### src/rtl/memory_stage.sv
// Y86-64 memory-access stage: decodes an execute result into one data-memory
// access, waits out the memory's registered read latency, and hands a write-back bundle on.
module memory_stage #(
    parameter int unsigned MEM_WORDS = 256
) (
    input  logic        clk,
    input  logic        rst_n,
    input  logic        in_valid,
    output logic        in_ready,
    input  logic [3:0]  in_icode,
    input  logic [2:0]  in_stat,
    input  logic [63:0] in_valE,
    input  logic [63:0] in_valA,
    input  logic [63:0] in_valP,
    input  logic [3:0]  in_dstE,
    input  logic [3:0]  in_dstM,
    output logic [63:0] mem_address,
    output logic [63:0] mem_write_data,
    output logic        mem_write,
    output logic        mem_read,
    input  logic [63:0] mem_read_data,
    output logic        out_valid,
    input  logic        out_ready,
    output logic [3:0]  out_icode,
    output logic [2:0]  out_stat,
    output logic [63:0] out_valE,
    output logic [63:0] out_valM,
    output logic [3:0]  out_dstE,
    output logic [3:0]  out_dstM
);

    // state   | meaning
    // IDLE    | waiting for an execute result
    // ISSUE   | one-cycle memory strobe
    // CAPTURE | read data arrives from the registered memory
    // OUTPUT  | write-back bundle held until out_ready
    typedef enum logic [1:0] {IDLE, ISSUE, CAPTURE, OUTPUT} state_t;

    localparam logic [2:0] STAT_AOK = 3'd1;
    localparam logic [2:0] STAT_ADR = 3'd3;

    state_t      state_q, state_d;
    logic [3:0]  icode_q, dst_e_q, dst_m_q;
    logic [2:0]  stat_q;
    logic [63:0] val_e_q, val_m_q, addr_q, wdata_q;
    logic        write_q;

    logic        is_wr, is_rd, need_access, addr_bad, go;
    logic [63:0] acc_addr, acc_data;
    logic [2:0]  stat_new;

    always_comb begin
        is_wr    = 1'b0;
        is_rd    = 1'b0;
        acc_addr = in_valE;
        acc_data = in_valA;
        case (in_icode)
            4'h4, 4'hA: is_wr = 1'b1;
            4'h8: begin
                is_wr    = 1'b1;
                acc_data = in_valP;
            end
            4'h5: is_rd = 1'b1;
            4'h9, 4'hB: begin
                is_rd    = 1'b1;
                acc_addr = in_valA;
            end
            default: ;
        endcase
        need_access = (is_wr || is_rd) && (in_stat == STAT_AOK);
        addr_bad    = acc_addr >= 64'(MEM_WORDS);
        go          = need_access && !addr_bad;
        stat_new    = (need_access && addr_bad) ? STAT_ADR : in_stat;
    end

    always_ff @(posedge clk or negedge rst_n) begin
        if (!rst_n) state_q <= IDLE;
        else        state_q <= state_d;
    end

    always_comb begin
        state_d = state_q;
        case (state_q)
            IDLE:    if (in_valid) state_d = go ? ISSUE : OUTPUT;
            ISSUE:   state_d = write_q ? OUTPUT : CAPTURE;
            CAPTURE: state_d = OUTPUT;
            OUTPUT:  if (out_ready) state_d = IDLE;
            default: state_d = IDLE;
        endcase
    end

    always_ff @(posedge clk or negedge rst_n) begin
        if (!rst_n) begin
            icode_q <= '0;
            stat_q  <= '0;
            val_e_q <= '0;
            val_m_q <= '0;
            dst_e_q <= '0;
            dst_m_q <= '0;
            addr_q  <= '0;
            wdata_q <= '0;
            write_q <= 1'b0;
        end else if (state_q == IDLE && in_valid) begin
            icode_q <= in_icode;
            stat_q  <= stat_new;
            val_e_q <= in_valE;
            val_m_q <= '0;
            dst_e_q <= in_dstE;
            dst_m_q <= in_dstM;
            addr_q  <= go ? acc_addr : '0;
            wdata_q <= (go && is_wr) ? acc_data : '0;
            write_q <= go && is_wr;
        end else if (state_q == CAPTURE) begin
            val_m_q <= mem_read_data;
        end
    end

    // Strobes decode from state only, so an async reset kills them in the same cycle.
    always_comb begin
        in_ready       = rst_n && (state_q == IDLE);
        out_valid      = (state_q == OUTPUT);
        mem_write      = (state_q == ISSUE) && write_q;
        mem_read       = (state_q == ISSUE) && !write_q;
        mem_address    = (state_q == ISSUE) ? addr_q : '0;
        mem_write_data = mem_write ? wdata_q : '0;
    end

    assign out_icode = icode_q;
    assign out_stat  = stat_q;
    assign out_valE  = val_e_q;
    assign out_valM  = val_m_q;
    assign out_dstE  = dst_e_q;
    assign out_dstM  = dst_m_q;

endmodule

### config.mk
export PLATFORM = sky130hd
export DESIGN_NAME = memory_stage
export DESIGN_NICKNAME = d
export VERILOG_FILES = /design/src/rtl/memory_stage.sv
export SDC_FILE = /design/constraint.sdc
export NUM_CORES = 1
export LEC_CHECK = 0
export BUFFER_PORTS_ARGS = -buffer_cell sky130_fd_sc_hd__buf_2
export CAP_MARGIN = 20
export CORE_AREA = 2 2 216 218
export CTS_CLUSTER_SIZE = 25
export DETAILED_ROUTE_END_ITERATION = 7
export DIE_AREA = 0 0 218 220
export PLACE_DENSITY = 0.54
export SLEW_MARGIN = 10
export SYNTH_ARGS = -nofsm -noshare
export SYNTH_HDL_FRONTEND = slang
export SYNTH_SLANG_ARGS = --single-unit
### constraint.sdc
create_clock -name clk -period 3.5 [get_ports clk]
set_clock_uncertainty 0.15 [all_clocks]
set_input_delay 0.525 -clock clk [delete_from_list [all_inputs] [get_ports clk]]
set_output_delay 0.525 -clock clk [all_outputs]
set_load 0.01 [all_outputs]
==> flow_summary_export.csv <==
group,metric,value,unit
floorplan,pin_count,550,
sta,fmaxAchievable,0.338,GHz
finish,layout_common_cells,"buf_2, nand2_1, dfrtp_1, mux2i_1, and2_1",
sta,hold-worst-slack,44.7,ps
place,place.gp.congestion,0.857,
floorplan,row_count,79,
pwr,ir_drop,0.000443,V
floorplan,initial_core_util,0.279,
clock_tree,clk_latency,520,ps
logic_synthesis,yosys.area_share.simple,0.229,
sta,rsz0062_at_grt,"false",
finish,syn_to_final_growth,35.6,%
place,placed_area,0.0163,mm²
sta,slew_violations,0,
routing,drt_pre_antenna_iters,4,
routing,final_antenna_net_count,0,
clock_tree,cts_max_path_buffers,3,
worst_setup_path,cp.required,2820,ps
clock_tree,cts_tree,"done",
worst_setup_path,worstSetupStartpointType,"register",
logic_synthesis,synth_compound_area_frac,0.0864,
pwr,p_leak,9.46,nW
place,dp_cells,2312,
global_route,grt_use_met1,0.225,
sta,fin_ws,541,ps
global_route,gr-usage-met2,0.301,
job,drv_cap,0,
logic_synthesis,synth.mux.area_fraction,0.106,
place,io_buffer_count,549,
logic_synthesis,synth-adder-area-share,0.00488,
finish,design_area,0.0174,mm²
worst_setup_path,crit_arrival,2280,ps
global_route,busiest_layer,"met2",
global_route,grt_overflow,0,
logic_synthesis,ys_ff_latch,274,
global_route,grt_usage,0.180,
routing,totalWireLength,44700,µm
routing,drc,0,
global_route,antenna_found_initial,4,
sta,worst_pin_slew,888,ps
global_route,grt_max_degree,133,
worst_setup_path,ff2ff_path_depth,7,
logic_synthesis,syn_inst,1218,
routing,num_vias,11013,
place,hpwl,32200,µm
routing,viasPerCell,4.64,
finish,finalNonFillerCells,2375,
clock_tree,h-tree-depth,2,
global_route,grt_pass1_vias,11147,
clock_tree,cts_buffers,34,
sta,fin_setup_tns,0,ps
worst_setup_path,cp-end-kind,"primary output",
logic_synthesis,synth_xor_area_frac,0,
place,pre_cts_slack,228,ps
global_route,grtUsageMet3,0.0450,
finish,final_common_cell,"buf_2",
worst_setup_path,worstSetupPathType,"register to primary output",
clock_tree,cts_root_buffer,"clkbuf_16",
logic_synthesis,syn_avg_cell_area,10.5,µm²
logic_synthesis,synthesis.nets,1498,
worst_setup_path,worst-path-max-fanout,42,
logic_synthesis,synth_cell_types,32,
floorplan,die_area,0.0480,mm²
clock_tree,clk_pin_slew,60,ps
sta,max-slew-margin-rel,0.408,
sta,finalCriticalPeriod,2960,ps
floorplan,die_x,218,µm
floorplan,core,0.0459,mm²
routing,detail_route.wl_per_cell,18.8,µm
sta,fin_crit_sh,0.845,
worst_hold_path,hold_path.class,"input port to register",
clock_tree,cts_sinks,274,
sta,finalHoldViolCount,0,
finish,layout.nets,2022,
pwr,power_density,666,mW/mm²
routing,drtIter0Drc,585,
logic_synthesis,synth_top_family_by_area,"simple AND/OR/NAND/NOR gates",
global_route,grt_first_pass_wirelength,66300,µm
worst_hold_path,whs_path_depth,3,
sta,setup_viol,0,
status,outcome,"completed",
floorplan,die_y,220,µm
logic_synthesis,netlist_area,0.0128,mm²
logic_synthesis,seq_area_frac_synth,0.535,
logic_synthesis,yosys_warnings,0,
finish,drive_gt1_frac,0.398,
## cells in the mapped netlist
cell      instances  area (µm²)
a21oi_1           2        10.0
nor4_1           29         181
and3b_1           1        8.76
a21o_1            1        7.51
o31a_1            1        8.76
nor3_1            2        10.0
nand3_1           1        5.00
dfrtp_1         274        6860
or3_1             8        50.1
o41ai_2          59         960
o21ai_0           3        15.0
nor3b_1           1        7.51
buf_6            12         135
buf_1             9        33.8
clkbuf_1         65         244
o41ai_1           5        43.8
buf_4             2        15.0
nand2b_1          1        6.26
o21ai_1           8        40.0
nand4_1           6        37.5
o31ai_1           1        7.51
buf_2            10        50.1
and3_1           64         400
a22oi_1           2        15.0
nor2_1           67         251
or4b_4            1        13.8
mux2i_1         136        1360
inv_1             4        15.0
and2_1          123         769
ha_1              5        62.6
nor2b_1           2        12.5
nand2_1         313        1170
## registers in the layout, indices dropped and copies added, names as in the netlist
register   flops
write_q        1
out_stat       3
out_valM      64
out_icode      4
out_dstM       4
out_valE      64
addr_q        64
state_q        2
wdata_q       64
out_dstE       4
## layer usage
| layer | vias up | wire length, µm |
|---|---|---|
| met1 | 5346 | 18600 |
| met5 | - | 27 |
| met3 | 62 | 3240 |
| met2 | 424 | 21600 |
| met4 | 4 | 1200 |
| li1 | 5177 | - |
## cells by family after synthesis
logic type,after synthesis
adders and majority gates,5
DFF,274
AOI/OAI and AO/OA,82
buffers and inverters,102
and+or+nand+nor,619
muxes,136
## final timing paths
path	start	endpoint	slack [ps]
worst max-delay path	state_q[1]	mem_address[47]	540
worst min-delay path	in_dstE[3]	out_dstE[3]	40
worst max register to register	state_q[0]	out_stat[1]	1010
worst min register to register	out_valE[15]	out_valE[15]	320
max in group asynchronous	rst_n	out_valE[18]	1890
min in group asynchronous	rst_n	addr_q[34]	280
## metrics by stage
stage | util | power, mW
floorplan | - | 6.46
global placement | 0.355 | 8.20
detailed placement | 0.355 | 8.25
CTS | 0.379 | 11.8
global route | 0.379 | 12.3
finish | 0.379 | 11.6
## power breakdown
group          internal, mW  switching, mW  leakage (nW)  total (mW)
clock                  2.06           1.36         0.532        3.42
combinational          1.42           2.34          5.31        3.76
sequential             3.96          0.424          3.61        4.39
## worst max-delay path, cell delays in order, from the launching register on
cell and delay (ps):
dfrtp_1 440, inv_1 170, ha_4 410, buf_4 390, and2_1 200, buf_2 130
## cell type report
class	instances	area, µm²
Sequential cell	274	6860
Antenna cell	3	7.51
Fill cell	4661	28500
Clock inverter	7	67.6
Timing Repair Buffer	586	3140
Tap cell	607	759
Inverter	4	15.0
Multi-Input combinational cell	842	5520
Clock buffer	52	1010
## timing repair
action | CTS | global route
buffers inserted | 0 | 0
endpoints found under the setup margin | 0 | 0
hold endpoints to repair | 21 | 0
hold buffers | 1 | 0
resized for setup | 0 | 0
Note: power is estimated with default switching activity, not from simulation.
